[src/rtl/stage_mem_pkg.sv]
// Shared definitions for the MEM stage: MCR bit positions, funct3 load encodings, FSM states.
// Latency: n/a (declarations only).
// Backpressure: n/a.
package stage_mem_pkg;

    // MCR = {MemW, MemR, Write_strb[3:0]}
    localparam int MCR_MEMW = 5;
    localparam int MCR_MEMR = 4;

    // funct3 load encodings
    localparam logic [2:0] F3_LB  = 3'b000;
    localparam logic [2:0] F3_LH  = 3'b001;
    localparam logic [2:0] F3_LW  = 3'b010;
    localparam logic [2:0] F3_LBU = 3'b100;
    localparam logic [2:0] F3_LHU = 3'b101;

    typedef enum logic [0:0] {
        MEM_IDLE    = 1'b0,
        MEM_RD_WAIT = 1'b1
    } mem_state_t;

endpackage

[src/rtl/stage_mem_if.sv]
// Memory request/response bus between the MEM stage (master) and the data memory (slave).
// Latency: n/a (wires only).
// Backpressure: request held until Mem_Req_Ready; read data held until Read_data_Ready.
interface stage_mem_if;
    logic [31:0] Address;
    logic        MemWrite;
    logic        MemRead;
    logic [31:0] Write_data;
    logic [3:0]  Write_strb;
    logic        Mem_Req_Ready;
    logic [31:0] Read_data;
    logic        Read_data_Valid;
    logic        Read_data_Ready;

    modport master (
        output Address, MemWrite, MemRead, Write_data, Write_strb, Read_data_Ready,
        input  Mem_Req_Ready, Read_data, Read_data_Valid
    );

    modport slave (
        input  Address, MemWrite, MemRead, Write_data, Write_strb, Read_data_Ready,
        output Mem_Req_Ready, Read_data, Read_data_Valid
    );
endinterface

[src/rtl/stage_mem_load_ext.sv]
// Load lane select and sign/zero extension: rdata, lane (addr[1:0]), f3 -> 32-bit result.
// Latency: combinational.
// Backpressure: none.
module stage_mem_load_ext
    import stage_mem_pkg::*;
(
    input  logic [31:0] rdata,
    input  logic [1:0]  lane,
    input  logic [2:0]  f3,
    output logic [31:0] result
);

    logic [7:0]  byte_v;
    logic [15:0] half_v;

    always_comb begin
        byte_v = rdata[7:0];
        case (lane)
            2'd0: byte_v = rdata[7:0];
            2'd1: byte_v = rdata[15:8];
            2'd2: byte_v = rdata[23:16];
            2'd3: byte_v = rdata[31:24];
            default: byte_v = rdata[7:0];
        endcase
        // halfwords are naturally aligned, so only lane[1] picks the half
        half_v = lane[1] ? rdata[31:16] : rdata[15:0];

        result = rdata;
        case (f3)
            F3_LB:   result = {{24{byte_v[7]}}, byte_v};
            F3_LH:   result = {{16{half_v[15]}}, half_v};
            F3_LW:   result = rdata;
            F3_LBU:  result = {24'd0, byte_v};
            F3_LHU:  result = {16'd0, half_v};
            default: result = rdata;
        endcase
    end

endmodule

[src/rtl/stage_mem.sv]
// RV32 memory-access stage: issues loads/stores, aligns load data, registers results for WB.
// Latency: ALU op 1 cycle; store 1 cycle after accept; load 1 cycle after Read_data_Valid.
// Backpressure: Feedback_Mem_Acc freezes EX while a request or read response is outstanding.
// Optional: MEM_PERF_CNT_EN enables load/store/stall counters (ports read 0 otherwise).
// Ports: clk/rst, EX inputs (Done_I, PC_I, MCR, WDR, ASR, RAR, F3R), mem bus (master),
//        WB outputs (Done_O, PC_O, RF_waddr_O, RF_wen_O, RF_wdata_O), Perf_* counters.
module stage_mem
    import stage_mem_pkg::*;
#(
    parameter int PERF_CNT_W = 32
) (
    input  logic                  clk,
    input  logic                  rst,
    input  logic                  Done_I,
    input  logic [31:0]           PC_I,
    input  logic [5:0]            MCR,
    input  logic [31:0]           WDR,
    input  logic [31:0]           ASR,
    input  logic [4:0]            RAR,
    input  logic [2:0]            F3R,
    output logic                  Feedback_Mem_Acc,
    stage_mem_if.master           mem,
    output logic                  Done_O,
    output logic [31:0]           PC_O,
    output logic [4:0]            RF_waddr_O,
    output logic                  RF_wen_O,
    output logic [31:0]           RF_wdata_O,
    output logic [PERF_CNT_W-1:0] Perf_load_cnt,
    output logic [PERF_CNT_W-1:0] Perf_store_cnt,
    output logic [PERF_CNT_W-1:0] Perf_stall_cnt
);

    mem_state_t  state, state_nxt;
    logic        is_st, is_ld;
    logic        mem_wr, mem_rd, rd_rdy, fb;
    logic        complete;
    logic [31:0] ld_result;

    // store wins when both MemW and MemR are set
    assign is_st = Done_I & MCR[MCR_MEMW];
    assign is_ld = Done_I & MCR[MCR_MEMR] & ~MCR[MCR_MEMW];

    always_comb begin
        state_nxt = state;
        mem_wr    = 1'b0;
        mem_rd    = 1'b0;
        rd_rdy    = 1'b0;
        fb        = 1'b0;
        case (state)
            MEM_IDLE: begin
                if (is_st) begin
                    mem_wr = 1'b1;
                    fb     = ~mem.Mem_Req_Ready;
                end else if (is_ld) begin
                    mem_rd = 1'b1;
                    fb     = 1'b1;
                    if (mem.Mem_Req_Ready) state_nxt = MEM_RD_WAIT;
                end
            end
            MEM_RD_WAIT: begin
                rd_rdy = 1'b1;
                fb     = ~mem.Read_data_Valid;
                if (mem.Read_data_Valid) state_nxt = MEM_IDLE;
            end
            default: state_nxt = MEM_IDLE;
        endcase
    end

    // reset masks the handshake outputs so nothing is issued or accepted while rst is high
    assign mem.MemWrite        = mem_wr & ~rst;
    assign mem.MemRead         = mem_rd & ~rst;
    assign mem.Read_data_Ready = rd_rdy & ~rst;
    assign mem.Address         = {ASR[31:2], 2'b00};
    assign mem.Write_data      = WDR;
    assign mem.Write_strb      = MCR[3:0];
    assign Feedback_Mem_Acc    = fb;

    // EX advances on the same edge that completes the instruction here
    assign complete = Done_I & ~fb;

    stage_mem_load_ext u_load_ext (
        .rdata  (mem.Read_data),
        .lane   (ASR[1:0]),
        .f3     (F3R),
        .result (ld_result)
    );

    always_ff @(posedge clk) begin
        if (rst) state <= MEM_IDLE;
        else     state <= state_nxt;
    end

    always_ff @(posedge clk) begin
        if (rst) begin
            Done_O     <= 1'b0;
            PC_O       <= 32'd0;
            RF_waddr_O <= 5'd0;
            RF_wdata_O <= 32'd0;
        end else begin
            Done_O <= complete;
            if (complete) begin
                PC_O       <= PC_I;
                RF_waddr_O <= RAR;
                RF_wdata_O <= (state == MEM_RD_WAIT) ? ld_result : ASR;
            end
        end
    end

    assign RF_wen_O = Done_O & (RF_waddr_O != 5'd0);

`ifdef MEM_PERF_CNT_EN
    logic ld_done, st_acc;
    assign ld_done = (state == MEM_RD_WAIT) & mem.Read_data_Valid;
    assign st_acc  = mem_wr & mem.Mem_Req_Ready;

    always_ff @(posedge clk) begin
        if (rst) begin
            Perf_load_cnt  <= '0;
            Perf_store_cnt <= '0;
            Perf_stall_cnt <= '0;
        end else begin
            if (ld_done) Perf_load_cnt  <= Perf_load_cnt + 1'b1;
            if (st_acc)  Perf_store_cnt <= Perf_store_cnt + 1'b1;
            if (fb)      Perf_stall_cnt <= Perf_stall_cnt + 1'b1;
        end
    end
`else
    assign Perf_load_cnt  = '0;
    assign Perf_store_cnt = '0;
    assign Perf_stall_cnt = '0;
`endif

endmodule
[src/flat_wrapper.sv]
// flat-port wrapper written by rule: the top's interface ports become plain ports
module stage_mem_flat import stage_mem_pkg::*;
#(
    parameter int PERF_CNT_W = 32
)
  (clk, rst, Done_I, PC_I, MCR, WDR, ASR, RAR, F3R, Feedback_Mem_Acc, Done_O, PC_O, RF_waddr_O, RF_wen_O, RF_wdata_O, Perf_load_cnt, Perf_store_cnt, Perf_stall_cnt, mem_Address, mem_MemWrite, mem_MemRead, mem_Write_data, mem_Write_strb, mem_Read_data_Ready, mem_Mem_Req_Ready, mem_Read_data, mem_Read_data_Valid);
  stage_mem_if mem_i ();
  input  logic clk;
  input  logic rst;
  input  logic Done_I;
  input  logic [31:0] PC_I;
  input  logic [5:0] MCR;
  input  logic [31:0] WDR;
  input  logic [31:0] ASR;
  input  logic [4:0] RAR;
  input  logic [2:0] F3R;
  output logic Feedback_Mem_Acc;
  output logic Done_O;
  output logic [31:0] PC_O;
  output logic [4:0] RF_waddr_O;
  output logic RF_wen_O;
  output logic [31:0] RF_wdata_O;
  output logic [PERF_CNT_W-1:0] Perf_load_cnt;
  output logic [PERF_CNT_W-1:0] Perf_store_cnt;
  output logic [PERF_CNT_W-1:0] Perf_stall_cnt;
  output wire logic [$bits(mem_i.Address)-1:0] mem_Address;
  output wire logic [$bits(mem_i.MemWrite)-1:0] mem_MemWrite;
  output wire logic [$bits(mem_i.MemRead)-1:0] mem_MemRead;
  output wire logic [$bits(mem_i.Write_data)-1:0] mem_Write_data;
  output wire logic [$bits(mem_i.Write_strb)-1:0] mem_Write_strb;
  output wire logic [$bits(mem_i.Read_data_Ready)-1:0] mem_Read_data_Ready;
  input wire logic [$bits(mem_i.Mem_Req_Ready)-1:0] mem_Mem_Req_Ready;
  input wire logic [$bits(mem_i.Read_data)-1:0] mem_Read_data;
  input wire logic [$bits(mem_i.Read_data_Valid)-1:0] mem_Read_data_Valid;
  assign mem_Address = mem_i.Address;
  assign mem_MemWrite = mem_i.MemWrite;
  assign mem_MemRead = mem_i.MemRead;
  assign mem_Write_data = mem_i.Write_data;
  assign mem_Write_strb = mem_i.Write_strb;
  assign mem_Read_data_Ready = mem_i.Read_data_Ready;
  assign mem_i.Mem_Req_Ready = mem_Mem_Req_Ready;
  assign mem_i.Read_data = mem_Read_data;
  assign mem_i.Read_data_Valid = mem_Read_data_Valid;
  stage_mem #(.PERF_CNT_W(PERF_CNT_W)) u_core (.clk(clk), .rst(rst), .Done_I(Done_I), .PC_I(PC_I), .MCR(MCR), .WDR(WDR), .ASR(ASR), .RAR(RAR), .F3R(F3R), .Feedback_Mem_Acc(Feedback_Mem_Acc), .mem(mem_i), .Done_O(Done_O), .PC_O(PC_O), .RF_waddr_O(RF_waddr_O), .RF_wen_O(RF_wen_O), .RF_wdata_O(RF_wdata_O), .Perf_load_cnt(Perf_load_cnt), .Perf_store_cnt(Perf_store_cnt), .Perf_stall_cnt(Perf_stall_cnt));
endmodule
[config.mk]
export PLATFORM = sky130hd
export DESIGN_NAME = stage_mem_flat
export DESIGN_NICKNAME = d
export VERILOG_FILES = /design/src/rtl/stage_mem_pkg.sv /design/src/rtl/stage_mem_if.sv /design/src/rtl/stage_mem_load_ext.sv /design/src/rtl/stage_mem.sv /design/src/flat_wrapper.sv
export SDC_FILE = /design/constraint.sdc
export NUM_CORES = 1
export LEC_CHECK = 0
export CAP_MARGIN = 20
export CORE_AREA = 10 10 141 143
export CTS_BUF_LIST = sky130_fd_sc_hd__clkbuf_4 sky130_fd_sc_hd__clkbuf_8 sky130_fd_sc_hd__clkbuf_16
export DETAILED_ROUTE_END_ITERATION = 8
export DIE_AREA = 0 0 151 153
export PLACE_DENSITY = 0.68
export SLEW_MARGIN = 10
export SYNTH_ARGS = -nofsm -noshare
export SYNTH_HDL_FRONTEND = slang
export SYNTH_SLANG_ARGS = --single-unit
[constraint.sdc]
create_clock -name clk -period 2.1 [get_ports clk]
set_clock_uncertainty 0.1 [all_clocks]
set_input_delay 0.525 -clock clk [delete_from_list [all_inputs] [get_ports clk]]
set_output_delay 0.525 -clock clk [all_outputs]
set_load 0.02 [all_outputs]
==> results.toml, run 1 <==
[floorplanning]
start_util_pct = 27.18
rows = 48
die_area_um2 = 23100
pin_count = 386
core-area_um2 = 17060
chipWidth_um = 151
die_h_um = 153

[drt]
totalWireLength_mm = 18.73
firstDrtPassIters = 5
ant_nets = 0
drt_first_iter_violations = 275
wl_per_cell_um = 17.82
vias_per_cell = 4.371
route.detailed.drc = 0
via_count = 4594

[power_and_ir_drop]
power_density_nw_per_um2 = 603.4
leakage_nw = 2.903
vdd_ir_drop_max_v = 0.0003625
power.total_mw = 4.212

[clock_network]
clkSinkCount = 71
clk_pin_slew_worst_paths_ps = 60
insertion_delay_ps = 340
cts_tree = "yes"
clk_path_buf_depth = 2
cts.hold.buffers_added = 0
cts-root-buf = "clkbuf_16"
htreeDepth = 3
cts_buffers = 9

[global_routing]
grt.total_usage_pct = 15.34
grt-ovfl-total = 0
grt.busiest_layer = "met2"
grtUsageMet1_pct = 17.39
grtUsageMet3_pct = 4.311
grt_pass1_vias = 4670
grt_pass1_wl_mm = 27.35
use_met2_pct = 25.62
antenna_found_initial = 2
grt_max_degree = 50

[place]
dpl.hpwl_mm = 15.21
pre_cts_slack_ps = -677.0
portBuffers = 215
dp_cells = 1034
gp_congestion = 0.8424
placed_cell_area_um2 = 6683

[synthesis]
synth_top_area_cell = "dfxtp_1"
syn_inst = 617
yosys.cell_types.count = 37
synth-seq-area-share_pct = 30.66
avgSynthCellArea_um2 = 7.513
synth_area_leaders = "dfxtp_1 31%, buf_4 27%, nand2_1 11%"
yosysWarnings = 0
mappedNetlistArea_um2 = 4636
netlist.area_leader.share_pct = 30.66
ys_ff_latch = 71

[critical_path]
crit_required_ps = 1470
r2r-start = "u_core.state"
r2r-end = "u_core.RF_wdata_O[14]"
r2r_slack_ps = 360
critPathArrivalTime_ps = 1500
worst_r2r_path_depth = 8
path_class = "register to output pin"
start_kind = "register"
end_kind = "output pin"
path_max_fanout = 2

[timing]
rsz0062_at_grt = "true"
slew_violations = 0
fin_crit_sh_pct = 101.0
slew_headroom_pct = 60.84
finalSetupTns_ps = -20.11
finalSetupViolCount = 1
finalHoldViolCount = 0
period_minus_slack_ps = 2120
tightest_slew_ps = 587.4
hold_slack_ps = 338.1
layout_setup_ws_ps = -20.11
fmax_mhz = 471.7

[outcome]
violations = "negative setup slack"
run_status = "complete, but fails checks"

[final_layout]
postLayoutCellArea_um2 = 6980
stdcell_count = 1051
drive_above_1_share_pct = 15.64
postLayoutCoreUtil_pct = 40.93
layout.nets = 968
syn_to_final_growth_pct = 50.58

[min_path]
holdPathStages = 2
min-delay-start = "u_core.RF_wdata_O[15]"
hold_path_end = "u_core.RF_wdata_O[15]"
hold_path.class = "register to register"

[job]
cap_violations = 0
## layout make-up
type | instances | area, um2
fillers | 1781 | 10080
repair buffers | 297 | 2774
multi-input cells | 438 | 2195
flip-flops and latches | 71 | 1425
well taps | 225 | 281.5
clock buffers | 9 | 225.2
clock inverters | 6 | 62.56
inverters | 4 | 15.01
diodes | 1 | 2.502
## cell usage after synthesis
cell,count
and2_1,1
buf_4,167
or2_2,1
a22oi_1,2
clkbuf_1,11
o41ai_2,1
buf_6,1
mux2i_1,4
a21oi_1,57
dfxtp_1,71
o21ai_0,21
nor3_1,7
or4_1,1
nand2_1,132
o221ai_1,1
o311ai_4,1
nand2b_1,2
a31oi_1,23
o31ai_1,1
buf_2,19
nor4b_1,1
o22ai_1,1
nor2_1,41
a311o_1,1
nor3b_1,2
buf_1,3
mux2_2,1
a211oi_1,7
conb_1,1
nor2_4,2
o311a_1,1
nor2b_1,2
o221a_2,7
o2bb2ai_2,1
o21a_1,2
a32o_1,16
inv_1,4
## timing repair
action	4_1_cts	5_1_grt
endpoints found under the setup margin	40	7
pin swaps	3	2
buffers inserted	1	0
resized for setup	67	8
## critical path, stage by stage, from the launching register on
cell	delay [ps]
dfxtp_2	320
or4_1	510
o21a_1	190
buf_6	130
## cells by family after synthesis
kind of cell	count (synthesis)	synth area share [%]
buffers and inverters	205	30.80
AOI/OAI and AO/OA	143	20.62
muxes	5	1.107
and+or+nand+nor	192	16.73
other	1	0.08089
DFF	71	30.66
## report_power, final
| group | switching [mW] | internal (mW) |
|---|---|---|
| Sequential | 0.0371 | 1.42 |
| Clock | 0.635 | 0.911 |
| Combinational | 0.666 | 0.538 |
| Total | 1.34 | 2.87 |
## worst max path at each step
| stage | from | end | slack, ps |
|---|---|---|---|
| finish | u_core.RF_waddr_O[3] | RF_wen_O | -20 |
| global route | u_core.RF_waddr_O[3] | RF_wen_O | -60 |
| CTS | u_core.RF_waddr_O[1] | RF_wen_O | -40 |
| detailed placement | Done_I | mem_MemWrite | -680 |
| global placement | Done_I | mem_MemWrite | -690 |
| floorplan | rst | mem_MemWrite | -3 |
## placed cells by master (no fill, tap or decap), types with 2 or more instances in the layout
cell | Yosys | layout
a32o_1 | 16 | 16
buf_4 | 167 | 75
clkbuf_16 | 0 | 9
a211oi_1 | 7 | 6
a22oi_1 | 2 | 2
dfxtp_2 | 0 | 3
buf_2 | 19 | 3
clkinv_4 | 0 | 2
buf_6 | 1 | 5
inv_1 | 4 | 4
nor2b_1 | 2 | 2
nand2_2 | 0 | 2
conb_1 | 1 | 98
nor2_4 | 2 | 2
nor2_1 | 41 | 40
buf_12 | 0 | 4
o21ai_0 | 21 | 20
nand2_1 | 132 | 130
nor3_1 | 7 | 7
clkdlybuf4s50_1 | 0 | 173
dfxtp_1 | 71 | 68
a31oi_1 | 23 | 23
o21a_1 | 2 | 2
a21oi_1 | 57 | 57
clkinv_2 | 0 | 3
o221a_2 | 7 | 7
mux2i_1 | 4 | 4
dlygate4sd2_1 | 0 | 36
## registers in the layout (all words and copies together) (netlist names)
register           count
u_core.PC_O           32
u_core.state           1
u_core.RF_waddr_O      5
u_core.RF_wdata_O     32
u_core.Done_O          1
## routing by layer
layer	share of wire [%]	wire (um)
met1	39	7257
met2	48	9021
met3	9.4	1765
met4	3.6	666
met5	0.091	17
(Power assumes the default switching activity.)
==> inputs of run 2 (changes only) <==
Settings changed: CTS_CLUSTER_SIZE set to 10.
==> results of run 2 <==
The final DEF is identical to that of run 1; final timing and power are the same.
==> inputs of run 3 (changes only) <==
Settings changed: PLACE_DENSITY 0.68 to 0.7, SETUP_SLACK_MARGIN set to 0.5.
==> run 3 against run 2 <==
The run still ends with negative setup slack left. Die area unchanged. Clock power up 13%. Wire length up 25%. Sequential share of layout area down 4.3 points. Sequential power about the same. Non-clock buffer count up 49. Worst setup slack worse by 51 ps. Combinational power up 41%. Worst hold slack worse by 2.0 ps. Largest power group unchanged.
==> results.toml, run 3 (synthesis gave the netlist of run 1 again) <==
[outcome]
run_status = "complete, but fails checks"
violations = "negative setup slack"

[critical_path]
end_kind = "output pin"
path_class = "register to output pin"
worst_r2r_path_depth = 12
crit_required_ps = 1470
path_max_fanout = 2
start_kind = "register"
critPathArrivalTime_ps = 1550

[drt]
totalWireLength_mm = 23.49
firstDrtPassIters = 5
route.detailed.drc = 0
via_count = 5131
vias_per_cell = 4.660
drt_first_iter_violations = 247
wl_per_cell_um = 21.34
ant_nets = 0

[final_layout]
final_common_cell = "conb_1"
final_cell_mix = "98 x conb_1, 68 x nand2_1, 65 x clkdlybuf4s50_1, 65 x dfxtp_1, 64 x buf_4"
syn_to_final_growth_pct = 91.28
drive_above_1_share_pct = 49.03
postLayoutCoreUtil_pct = 51.99
fill_cells = 1545
seqCellArea_um2 = 1429
multi_input_area_um2 = 3079
layout.nets = 1017
reg.largest.list = "u_core.PC_O x32, u_core.RF_wdata_O x32, u_core.RF_waddr_O x5"

[clock_network]
cts_buffers = 9
clk_pin_slew_worst_paths_ps = 70
cts-root-buf = "clkbuf_16"
clkSinkCount = 71
cts_tree = "yes"
insertion_delay_ps = 340
htreeDepth = 3
cts.hold.buffers_added = 0
clk_path_buf_depth = 2

[timing]
slew_violations = 0
fin_crit_sh_pct = 103.4
finalSetupViolCount = 1
hold_slack_ps = 336.1
fmax_mhz = 460.6
finalHoldViolCount = 0
layout_setup_ws_ps = -70.91
rsz0062_at_grt = "true"
finalSetupTns_ps = -70.91
period_minus_slack_ps = 2171

[min_path]
hold_path.class = "primary input to register"
holdPathStages = 3

[power_and_ir_drop]
leakage_nw = 4.027
power_density_nw_per_um2 = 555.6
vdd_ir_drop_max_v = 0.0004748
power.total_mw = 4.927

[place]
portBuffers = 215
gp_congestion = 0.8208
dpl.hpwl_mm = 15.21

[floorplanning]
core-area_um2 = 17060
pin_count = 386
rows = 48
die_h_um = 153
chipWidth_um = 151
start_util_pct = 27.18
die_area_um2 = 23100

[global_routing]
grt_pass1_wl_mm = 33.33
grt.total_usage_pct = 18.94
grt-ovfl-total = 0
grt_max_degree = 40
antenna_found_initial = 2
grt_pass1_vias = 5459

[job]
cap_violations = 0
run 3: cell count changes in the layout (fill, tap and decap cells not counted), moves of 19 or more:
cell             previous run  this run
clkdlybuf4s50_1           173        65
nand2_1                   130        68
nand2_4                     0        59
buf_2                       3        56
buf_6                       5        58
a21oi_1                    57        14
a21oi_2                     0        39
buf_12                      4        24
buf_16                      0        20
clkdlybuf4s15_2             0        19
run 3: path summary, 6_finish.rpt:
path	start	end	slack [ps]
setup / recovery	u_core.RF_waddr_O[1]	RF_wen_O	-70
hold / removal	mem_Mem_Req_Ready	u_core.state	340
hold reg to reg	u_core.RF_wdata_O[14]	u_core.RF_wdata_O[14]	350
setup reg to reg	u_core.state	u_core.RF_waddr_O[1]	230
run 3: layout make-up:
cell class / count / share of cell area, %
inverters: 4 / 0.2117
diodes: 1 / 0.02822
multi-input cells: 438 / 34.73
flip-flops and latches: 71 / 16.11
well taps: 225 / 3.175
repair buffers: 346 / 42.05
clock buffers: 9 / 2.540
clock inverters: 7 / 1.157
run 3: per-stage QoR:
| step | setup slack [ps] | std cells | instance area (um2) |
|---|---|---|---|
| 2_1_floorplan | 259.8 | 714 | 5191 |
| 3_3_place_gp | -653.5 | 1026 | 6765 |
| 3_5_place_dp | -658.1 | 1026 | 6765 |
| 4_1_cts | -70.23 | 1094 | 8622 |
| 5_1_grt | -100.0 | 1100 | 8865 |
| 6_report | -70.91 | 1101 | 8867 |
run 3: power breakdown:
group          internal [mW]  switching, mW  total, mW
logic                  0.796          0.896       1.69
registers               1.42         0.0597       1.48
clock network           1.06          0.693       1.75
total                   3.28           1.65       4.93
run 3: repair_timing:
item                                    4_1_cts  5_1_grt
setup buffers                                30        6
endpoints found under the setup margin      175      106
pin swaps                                    79       47
resized for setup                           731      105
cloned                                       22        0
run 3: critical path: stages, from the launching register on:
cell     delay, ps
dfxtp_2        330
or4_4          530
o21a_2         210
buf_6          130
run 3: per-layer routing:
| layer | share of wire [%] | vias up | routed length (um) | track usage [%] |
|---|---|---|---|---|
| met5 | 0 | - | 0 | 0 |
| met4 | 3.7 | 0 | 868 | 8.345 |
| met3 | 7.4 | 61 | 1742 | 4.458 |
| met2 | 50 | 304 | 11770 | 32.85 |
| met1 | 39 | 2420 | 9109 | 21.38 |
| li1 | - | 2346 | - | - |
